**src/rtl/ros2_pub_msg_loader.sv**
```systemverilog
// ---------------------------------------------------------------------------
// ros2_pub_msg_loader
//
// Collects a publisher message byte-by-byte into a shadow buffer. On the
// final byte it requests the ros2_ether app-data grant. It then commits the
// whole buffer plus its length to the flat output vector in a single cycle,
// and pulses a one-cycle release. A partially filled buffer is never visible
// on pub_app_data.
//
// Optional feature macro: ROS2_PUB_LOADER_NUL_TERM_EN
//   defined   : the buffer holds MAX_LEN-1 payload bytes. A 0x00 terminator
//               follows the payload and is counted in pub_app_data_len.
//   undefined : the buffer holds MAX_LEN payload bytes and len = n.
//
// Ports
//   clk, rst_n          clock, asynchronous active-low reset
//   s_data/s_valid/
//   s_last/s_ready      byte stream input (valid/ready)
//   pub_app_data        committed message, byte i at [8i+7:8i]
//   pub_app_data_len    committed length in bytes
//   pub_app_data_req    grant request to ros2_ether
//   pub_app_data_grant  grant from ros2_ether (only looked at while requesting)
//   pub_app_data_rel    one-cycle release strobe after commit
//   busy                high outside the FILL state
//   overflow            current message lost bytes past capacity
//   msg_count           number of committed messages, wraps at 16 bits
// ---------------------------------------------------------------------------
`ifndef ROS2_MAX_APP_DATA_LEN
`define ROS2_MAX_APP_DATA_LEN 32
`endif

module ros2_pub_msg_loader #(
  parameter int MAX_LEN = `ROS2_MAX_APP_DATA_LEN
) (
  input  logic                 clk,
  input  logic                 rst_n,
  input  logic [7:0]           s_data,
  input  logic                 s_valid,
  input  logic                 s_last,
  output logic                 s_ready,
  output logic [MAX_LEN*8-1:0] pub_app_data,
  output logic [7:0]           pub_app_data_len,
  output logic                 pub_app_data_req,
  input  logic                 pub_app_data_grant,
  output logic                 pub_app_data_rel,
  output logic                 busy,
  output logic                 overflow,
  output logic [15:0]          msg_count
);

`ifdef ROS2_PUB_LOADER_NUL_TERM_EN
  localparam int       CAP     = MAX_LEN - 1;
  localparam logic [7:0] LEN_ADD = 8'd1;
`else
  localparam int       CAP     = MAX_LEN;
  localparam logic [7:0] LEN_ADD = 8'd0;
`endif

  localparam int PW = $clog2(MAX_LEN + 1);
  localparam logic [PW-1:0] CAP_W = PW'(CAP);

  localparam logic [1:0] ST_FILL = 2'd0;
  localparam logic [1:0] ST_REQ  = 2'd1;
  localparam logic [1:0] ST_REL  = 2'd2;

  logic [1:0]           state_q, state_d;
  logic [PW-1:0]        wptr_q, wptr_d;
  logic [PW-1:0]        n_q, n_d;
  logic [MAX_LEN*8-1:0] shadow_q;
  logic [MAX_LEN*8-1:0] data_q, data_d;
  logic [MAX_LEN*8-1:0] commit_data;
  logic [7:0]           len_q, len_d;
  logic                 req_q, req_d;
  logic                 rel_q, rel_d;
  logic                 ovf_q, ovf_d;
  logic [15:0]          cnt_q, cnt_d;
  logic                 beat;
  logic                 wr_en;

  assign s_ready = (state_q == ST_FILL);
  assign busy    = (state_q != ST_FILL);
  assign beat    = s_valid && s_ready;
  assign wr_en   = beat && (wptr_q < CAP_W);

  assign pub_app_data     = data_q;
  assign pub_app_data_len = len_q;
  assign pub_app_data_req = req_q;
  assign pub_app_data_rel = rel_q;
  assign overflow         = ovf_q;
  assign msg_count        = cnt_q;

  // Bytes at or beyond n are forced to zero so stale shadow contents from a
  // longer earlier message never leak out; this also supplies the terminator.
  always_comb begin
    commit_data = '0;
    for (int i = 0; i < MAX_LEN; i++) begin
      if (PW'(i) < n_q) commit_data[8*i +: 8] = shadow_q[8*i +: 8];
    end
  end

  always_comb begin
    state_d = state_q;
    wptr_d  = wptr_q;
    n_d     = n_q;
    data_d  = data_q;
    len_d   = len_q;
    req_d   = req_q;
    rel_d   = 1'b0;
    ovf_d   = ovf_q;
    cnt_d   = cnt_q;
    case (state_q)
      ST_FILL: begin
        if (beat) begin
          // First beat of a new message clears the previous truncation flag.
          if (wptr_q == '0) ovf_d = 1'b0;
          if (wr_en) wptr_d = wptr_q + 1'b1;
          else       ovf_d  = 1'b1;
          if (s_last) begin
            n_d     = wptr_d;
            req_d   = 1'b1;
            state_d = ST_REQ;
          end
        end
      end
      ST_REQ: begin
        if (pub_app_data_grant) begin
          data_d  = commit_data;
          len_d   = 8'(n_q) + LEN_ADD;
          cnt_d   = cnt_q + 16'd1;
          req_d   = 1'b0;
          rel_d   = 1'b1;
          state_d = ST_REL;
        end
      end
      ST_REL: begin
        wptr_d  = '0;
        state_d = ST_FILL;
      end
      default: begin
        req_d   = 1'b0;
        wptr_d  = '0;
        state_d = ST_FILL;
      end
    endcase
  end

  always_ff @(posedge clk or negedge rst_n) begin
    if (!rst_n) begin
      state_q <= ST_FILL;
      wptr_q  <= '0;
      n_q     <= '0;
      data_q  <= '0;
      len_q   <= '0;
      req_q   <= 1'b0;
      rel_q   <= 1'b0;
      ovf_q   <= 1'b0;
      cnt_q   <= '0;
    end else begin
      state_q <= state_d;
      wptr_q  <= wptr_d;
      n_q     <= n_d;
      data_q  <= data_d;
      len_q   <= len_d;
      req_q   <= req_d;
      rel_q   <= rel_d;
      ovf_q   <= ovf_d;
      cnt_q   <= cnt_d;
    end
  end

  // Shadow storage is pure data; bytes are only read below n, so no reset.
  always_ff @(posedge clk) begin
    for (int i = 0; i < MAX_LEN; i++) begin
      if (wr_en && (wptr_q == PW'(i))) shadow_q[8*i +: 8] <= s_data;
    end
  end

endmodule

```
**config.mk**
```make
export PLATFORM = sky130hd
export DESIGN_NAME = ros2_pub_msg_loader
export DESIGN_NICKNAME = d
export VERILOG_FILES = /design/src/rtl/ros2_pub_msg_loader.sv
export SDC_FILE = /design/constraint.sdc
export NUM_CORES = 1
export LEC_CHECK = 0
export BUFFER_PORTS_ARGS = -buffer_cell sky130_fd_sc_hd__buf_2
export CORE_ASPECT_RATIO = 1.5
export CORE_UTILIZATION = 40
export CTS_CLUSTER_SIZE = 8
export DETAILED_ROUTE_END_ITERATION = 10
export PLACE_DENSITY = 0.63
export SYNTH_ARGS = -nofsm -noshare
export SYNTH_HDL_FRONTEND = slang
export SYNTH_SLANG_ARGS = --single-unit
```
**constraint.sdc**
```tcl
create_clock -name clk -period 5.1 [get_ports clk]
set_clock_uncertainty 0.2 [all_clocks]
set_input_delay 0.255 -clock clk [delete_from_list [all_inputs] [get_ports clk]]
set_output_delay 0.255 -clock clk [all_outputs]
set_load 0.03 [all_outputs]
```
Word-level counts from Yosys, hierarchy flattened
Cells that the tools add are included.
W data, S select, Z words.
{"block": "word_totals", "regBits": 551, "word_cells": 205, "out_inout_bits": 285}
{"block": "op_classes", "n_addsub": 2, "n_eq_ne": 37, "muxes": 47, "magnitude_cmp": 33, "reduce_logical": 43, "n_bitwise": 2}
{"operator": "$mux W8", "count": 32}
{"operator": "$eq A6 B5 Y1 const B", "count": 16}
{"operator": "$lt A5 B6 Y1 const A", "count": 16}
{"operator": "$eq A6 B4 Y1 const B", "count": 8}
{"operator": "$lt A4 B6 Y1 const A", "count": 8}
{"operator": "$logic_and A1 B1 Y1", "count": 34}
{"operator": "$eq A6 B3 Y1 const B", "count": 4}
{"operator": "$lt A3 B6 Y1 const A", "count": 4}
{"operator": "$add A16 B1 Y16 const B", "count": 1}
{"operator": "$eq A6 B2 Y1 const B", "count": 2}
{"operator": "$lt A1 B6 Y1 const A", "count": 2}
{"operator": "$lt A2 B6 Y1 const A", "count": 2}
{"operator": "$mux W6", "count": 2}
{"operator": "$pmux W6 S2", "count": 1}
{"operator": "$reduce_and A3 Y1", "count": 3}
{"operator": "$mux W1", "count": 7}
{"operator": "$add A6 B1 Y6 const B", "count": 1}
{"operator": "$eq A6 B1 Y1 const B", "count": 1}
{"operator": "$logic_not A6 Y1", "count": 1}
{"operator": "$lt A6 B6 Y1 const B", "count": 1}
{"operator": "$mux W2", "count": 3}
{"operator": "$ne A2 B1 Y1 const B", "count": 2}
{"operator": "$ne A2 B2 Y1 const B", "count": 2}
{"operator": "$pmux W2 S2", "count": 1}
{"operator": "8 further kinds", "count": 10}

Longest topological paths before layout
Gate-level depths: netlist of the first run.
{"block": "logic_depth", "depth_word": 6, "mapped_depth": 8, "depth_no_buf": 5}

Worst setup path before layout of the first run
Ideal clock, no wire load.
{"block": "synth_timing", "path_type": "register to register", "startpoint": "reg state_q[1]", "endpoint": "reg shadow_q[100] (enable)", "setup_slack_ps": 2862, "n_path_buf": 1, "t_required_ps": 4530, "t_arrival_ps": 1667, "path_stages_with_launch": 6, "setup_ps": 370, "cell_sequence": "dfrtp_1 -> buf_2 -> nor4b_4 -> and2b_1 -> nand2_1 -> nor2_1"}
{"block": "synth_via", "elab_chain_len": 4}
{"element": "from (decl)", "line": "66", "rtl": "logic [1:0] state_q, state_d;"}
{"element": "from (signal assigned)", "line": "159", "rtl": "state_q <= state_d;"}
{"element": "$logic_not A2 Y1", "line": "80", "rtl": "assign s_ready = (state_q == ST_FILL);"}
{"element": "$logic_and A1 B1 Y1", "line": "82", "rtl": "assign beat = s_valid && s_ready;"}
{"element": "$logic_and A1 B1 Y1", "line": "83", "rtl": "assign wr_en = beat && (wptr_q < CAP_W);"}
{"element": "$logic_and A1 B1 Y1", "line": "174", "rtl": "if (wr_en && (wptr_q == PW'(i))) shadow_q[8*i +: 8] <= s_data;"}
{"element": "to (signal, indexed assignment)", "line": "174"}
{"element": "to (decl)", "line": "69", "rtl": "logic [MAX_LEN*8-1:0] shadow_q;"}
No other way between the ends.
A chain may end at the register's enable or synchronous reset.

Worst setup path after layout of the first run
{"block": "layout_timing", "startpoint": "reg state_q[1]", "endpoint": "reg shadow_q[115] (enable)"}
The elaborated chain is that of the path after synthesis.

==> results of run 1 <==
## where the power goes
part | internal [uW] | switching (uW)
combinational | 1220 | 2780
clock | 2860 | 1840
sequential | 5540 | 675
total | 9620 | 5300
## final timing paths
path	slack (ps)	cells past startpoint	end	from
setup / recovery	2260	4	shadow_q[115]	state_q[1]
hold reg to reg	250	1	pub_app_data[50]	shadow_q[50]
max in group asynchronous	3360	3	pub_app_data[198]	rst_n
min in group clk	200	1	shadow_q[243]	s_data[3]
setup reg to reg	2260	4	shadow_q[115]	state_q[1]
hold / removal	160	2	pub_app_data_req	rst_n
## critical path, delay by kind of cell (launching register included)
family / cells / cell delay, ps
DFF: 1 / 510
and+or+nand+nor: 4 / 1750
## placed cells by master, fill, tap and decap left out, types with 2 or more instances in the layout
master         count
buf_2            294
a21oi_1           23
conb_1             2
dfrtp_1          295
or3_1              2
or2_2              3
clkbuf_16         78
nand3_1           27
clkbuf_1          52
a21oi_2            9
a31oi_1            2
ha_1               5
nor3b_1            2
nand2_1           71
nand4_1            7
a22o_1           241
buf_12             3
xnor2_1           15
nand2b_1           2
inv_6              2
inv_1              5
dlygate4sd3_1      3
nor2_1            61
edfxtp_1         256
and3_1             4
a211oi_2           2
clkinv_8           5
and2_1             2
a21o_1             4
xor2_1             7
o21ai_0            8
buf_4              3
o21a_1             2
and4_1             3
## final cells by class
cell class	count	area share (%)
clock buffer	130	9.22
clock inverter	7	0.425
tap	594	3.19
timing repair buffer	304	6.87
inverter	7	0.113
multi-input combinational	515	15.4
sequential	551	64.7
## flip-flops by register name, summed over array words and instances (netlist names)
name              cells
pub_app_data_len      6
state_q               2
pub_app_data_req      1
n_q                   6
pub_app_data_rel      1
msg_count            16
overflow              1
wptr_q                6
pub_app_data        256
shadow_q            256
## per-stage QoR
step / utilization [%] / cells / hold slack [ps]
finish: 49.8 / 2108 / 163
global placement: 44.9 / 1968 / 204
CTS: 49.8 / 2108 / 180
detailed placement: 44.9 / 1968 / 225
global route: 49.8 / 2108 / 218
floorplan: - / 1131 / -241
## logic make-up (layout without fill, tap and decap cells)
family	after synthesis	in the layout
flip-flops	551	551
AO/OA/AOI/OAI	293	293
buffers and inverters	65	448
adder cells (fa/ha/maj)	5	5
XOR/XNOR	22	22
AND/OR/NAND/NOR	193	193
other	1	2
## metal layers
metal  routed length [um]  vias to the layer above
met2                26700                      336
met4                 1580                        2
li1                     -                     4946
met1                19100                     5721
met3                 2290                       92
met5                   13                        -
==> out/qor.yml, run 1 <==
cells_and_area:
  design_area_sq_mm: 0.0233
  drive_gt1_share_pct: 26.7
  nets: 1475
  syn2layout_area_growth_pct: 22.6
  antennaDiodeCount: 0
  multi_input_area_sq_mm: 0.00359
  fill_cells: 3913
  seqCellArea_sq_mm: 0.0151
place:
  postPlaceCellArea_sq_mm: 0.0210
  io_buffer_count: 295
  place_ws_ps: 2230
  place_congestion: 0.796
  dp_hpwl_mm: 31.1
worst_setup_path:
  critPathMaxStageDelay_ps: 650
  start_kind: "register"
  endpoint_kind: "register"
  worstPathCellList: "nor4b_4, and2b_1, nand2_1, nor2_1"
  crit_slowest_cell: "nor2_1"
  cp_max_fo: 12
  worstPathRequired_ps: 5110
  cp.arrival_ps: 2850
  critPathKind: "register to register"
pwr:
  p_leak_uw: 0.0101
  vdd_ir_drop_max_v: 0.000417
  p_per_area_mw_per_mm2: 641
  totalPowerFinal_uw: 14900
cts:
  ctsResizeCount: 0
  postCtsSetupBuffers: 0
  cts_hold_buf: 3
  cts-root-buf: "clkbuf_16"
  cts.htree.levels: 3
  cts_tree: "yes"
  clk_pin_slew_worst_paths_ps: 50
  numCtsBuffers: 78
  clk_latency_ps: 590
  cts.sinks: 551
  clockBufferDepth: 3
status:
  violations: "DRC"
  status: "finished with violations"
yosys:
  ys_warn_count: 0
  synthTopCellsByCount: "dfrtp_1 (295), edfxtp_1 (256), a22o_1 (241)"
  synth_area_leaders: "edfxtp_1 (40%), dfrtp_1 (39%), a22o_1 (11%)"
  yosys.area.top_type: "edfxtp_1"
  ys.flop_type: "dfrtp_1"
  synth_top_family_by_area: "compound AO/OA/AOI/OAI gates"
  synth_edf_count: 256
  yosys.area.top_type_share_pct: 40.5
  synthMuxAreaShare_pct: 0
  ys_types: 44
  synth_most_common_cell: "dfrtp_1"
  postSynth.asyncResetShare_pct: 53.5
  ys_seq_area_share_pct: 79.4
  synth-xor-area-share_pct: 1.01
  synthAdderAreaFrac_pct: 0.330
  synth.cell_area_sq_mm: 0.0190
  syn-instance-count: 1130
  synth_seq_cells: 551
  synthSimpleGateAreaFrac_pct: 4.67
  syn_avg_cell_area_sq_um: 16.8
  synth_compound_area_share_pct: 12.9
detailed_routing:
  dr.first_iter.drc_count: 600
  drt_wl_total_mm: 49.8
  num_vias: 11100
  detail_route.vias_per_cell: 5.26
  postRouteAntennaNets: 0
  drc_errors: 18
  firstDrtPassIters: 8
  post_drt_wl_per_cell_um: 23.6
global_routing:
  grt_pass1_vias: 11500
  antenna_found_initial: 1
  busiest_layer: "met2"
  grt_use_total_pct: 20.7
  grt_pass1_wl_mm: 73.7
  grt_max_degree: 153
  grt_overflow: 0
  use_met1_pct: 24.2
  met2_usage_pct: 37.3
  met3_usage_pct: 4.11
timing:
  setup_viol: 0
  max_freq_ghz: 0.353
  rsz0062_at_grt: "false"
  report.final.slew_viol_count: 0
  finalCritPeriodShare_pct: 55.6
  finalSetupTns_ps: 0
  post-route-min-period_ps: 2840
  setup_ws_ps: 2260
  slew_headroom_pct: 25.7
  tightest_slew_ps: 1110
  hold_viol: 0
floorplanning:
  io_pins: 298
  start_util_pct: 40.6
  rows: 97
  die_x_um: 180
  die_area_sq_mm: 0.0484
  dieHeight_um: 269
  core-area_sq_mm: 0.0467
flow_run:
  drv_cap: 0
min_path:
  min_path_type: "primary input to async pin"
No activity file was read; power rests on OpenSTA's default activity.
==> inputs of run 2 (changes only) <==
- PLACE_DENSITY: 0.63 -> 0.65
- clock period: 5.1 -> 2.3 ns (I/O delays scaled with it)
==> run 2 against run 1 <==
  * The flow still finishes with violations (DRC)
  * Hold slack worse by 66 ps
  * Setup slack got worse by 2100 ps
  * Sequential power is 120% higher
  * Non-clock buffer count grew 86
  * Core utilization increased by 1.6 points
  * Sequential share of layout area decreased by 2.0 points
  * Die area unchanged
==> out/qor.yml, run 2 (same netlist as run 1, synthesis figures left out) <==
status:
  status: "finished with violations"
  violations: "DRC"
floorplanning:
  start_util_pct: 40.6
  io_pins: 298
  die_area_sq_mm: 0.0484
  rows: 97
  core-area_sq_mm: 0.0467
  die_x_um: 180
  dieHeight_um: 269
worst_setup_path:
  worstPathRequired_ps: 2380
  endpoint_kind: "register"
  critPathMaxStageDelay_ps: 400
  cp.arrival_ps: 2250
  crit_slowest_cell: "dfrtp_1"
  worst-path-buf-inv: 1
  cp_max_fo: 8
  start_kind: "register"
  critPathKind: "register to register"
  worstPathCellList: "nor4b_4, and2b_1, nand2_1, nor2_1, buf_4"
  critPathTopFamily: "simple AND/OR/NAND/NOR gates"
cells_and_area:
  instances_no_fill: 2194
  final_cell_mix: "dfrtp_1 (295), buf_2 (294), edfxtp_1 (256)"
  final_common_cell: "dfrtp_1"
  fill_cells: 3829
  nets: 1561
  syn2layout_area_growth_pct: 26.6
  drive_gt1_share_pct: 30.0
  design_area_sq_mm: 0.0240
timing:
  report.final.slew_viol_count: 0
  post-route-min-period_ps: 2170
  finalCritPeriodShare_pct: 94.1
  finalSetupTns_ps: 0
  tightest_slew_ps: 1090
  rsz0062_at_grt: "false"
  slew_headroom_pct: 27.5
  setup_ws_ps: 135
  max_freq_ghz: 0.462
  setup_viol: 0
  hold_viol: 0
flow_run:
  drv_cap: 0
place:
  io_buffer_count: 295
  place_ws_ps: 140
  dp.cells: 2046
  place_congestion: 0.866
  dp_hpwl_mm: 33.1
  postPlaceCellArea_sq_mm: 0.0217
global_routing:
  grt_pass1_wl_mm: 74.7
  grt_overflow: 0
  grt_max_degree: 73
  grt_pass1_vias: 11800
  antenna_found_initial: 0
  grt_use_total_pct: 21.0
detailed_routing:
  detail_route.vias_per_cell: 5.21
  postRouteAntennaNets: 0
  drt_wl_total_mm: 50.5
  dr.first_iter.drc_count: 557
  num_vias: 11400
  post_drt_wl_per_cell_um: 23.0
  drc_errors: 30
  firstDrtPassIters: 10
cts:
  cts_tree: "yes"
  numCtsBuffers: 78
  clockBufferDepth: 3
  clk_latency_ps: 580
  cts-root-buf: "clkbuf_16"
  cts.sinks: 551
  cts.htree.levels: 3
  clk_pin_slew_worst_paths_ps: 50
pwr:
  p_per_area_mw_per_mm2: 1390
  totalPowerFinal_uw: 33300
  p_leak_uw: 0.0106
  vdd_ir_drop_max_v: 0.000766
min_path:
  min_path_type: "primary input to register"
## run 2: layout make-up
| class | count | area [sq um] | area share (%) |
|---|---|---|---|
| Antenna cell | 1 | 2.50 | 0.0104 |
| Clock buffer | 136 | 2230 | 9.29 |
| Multi-Input combinational cell | 515 | 3600 | 15.0 |
| Tap cell | 594 | 743 | 3.09 |
| Sequential cell | 551 | 15100 | 62.7 |
| Timing Repair Buffer | 390 | 2360 | 9.84 |
| Inverter | 7 | 26.3 | 0.109 |
## run 2: layer usage
metal	vias to the layer above	GRT usage (%)	routed length, um
met5	-	0	0
met4	0	10.2	2060
met3	103	4.40	2670
met2	378	37.7	26600
met1	5832	23.8	19200
li1	5110	-	-
## run 2: where the power goes
part | internal [uW] | leakage, uW | switching, uW
clock | 6490 | 0.00106 | 3970
combinational | 2880 | 0.00342 | 6260
sequential | 12300 | 0.00611 | 1410
## run 2: repair_timing
item,in CTS,in global routing
resized for setup,0,1
hold buffers,11,0
endpoints found under the hold margin,423,0
setup endpoints to repair,0,1
buffers inserted,0,0
## run 2: stage by stage
| stage | util [%] | hold slack [ps] |
|---|---|---|
| after global routing | 51.4 | 120 |
| final | 51.4 | 96.9 |
| after global placement | 46.4 | -50.0 |
| after floorplan | - | -381 |
| after detailed placement | 46.4 | -41.6 |
| after CTS | 51.4 | 115 |
## run 2: path summary, 6_finish.rpt
| kind | startpoint | to | slack, ps | depth (start not counted) |
|---|---|---|---|---|
| setup / recovery | state_q[1] | shadow_q[26] | 130 | 5 |
| min in group asynchronous | rst_n | pub_app_data[135] | 480 | 3 |
| hold reg to reg | shadow_q[0] | pub_app_data[0] | 250 | 1 |
| setup reg to reg | state_q[1] | shadow_q[26] | 130 | 5 |
| hold / removal | s_data[7] | shadow_q[167] | 100 | 1 |
| max in group asynchronous | rst_n | pub_app_data[180] | 710 | 4 |
## run 2: worst reg2reg max path, cell delays in order, from the launching register on
cell	delay, ps
dfrtp_1	400
nor4b_4	360
and2b_1	230
nand2_1	240
nor2_1	230
buf_4	200
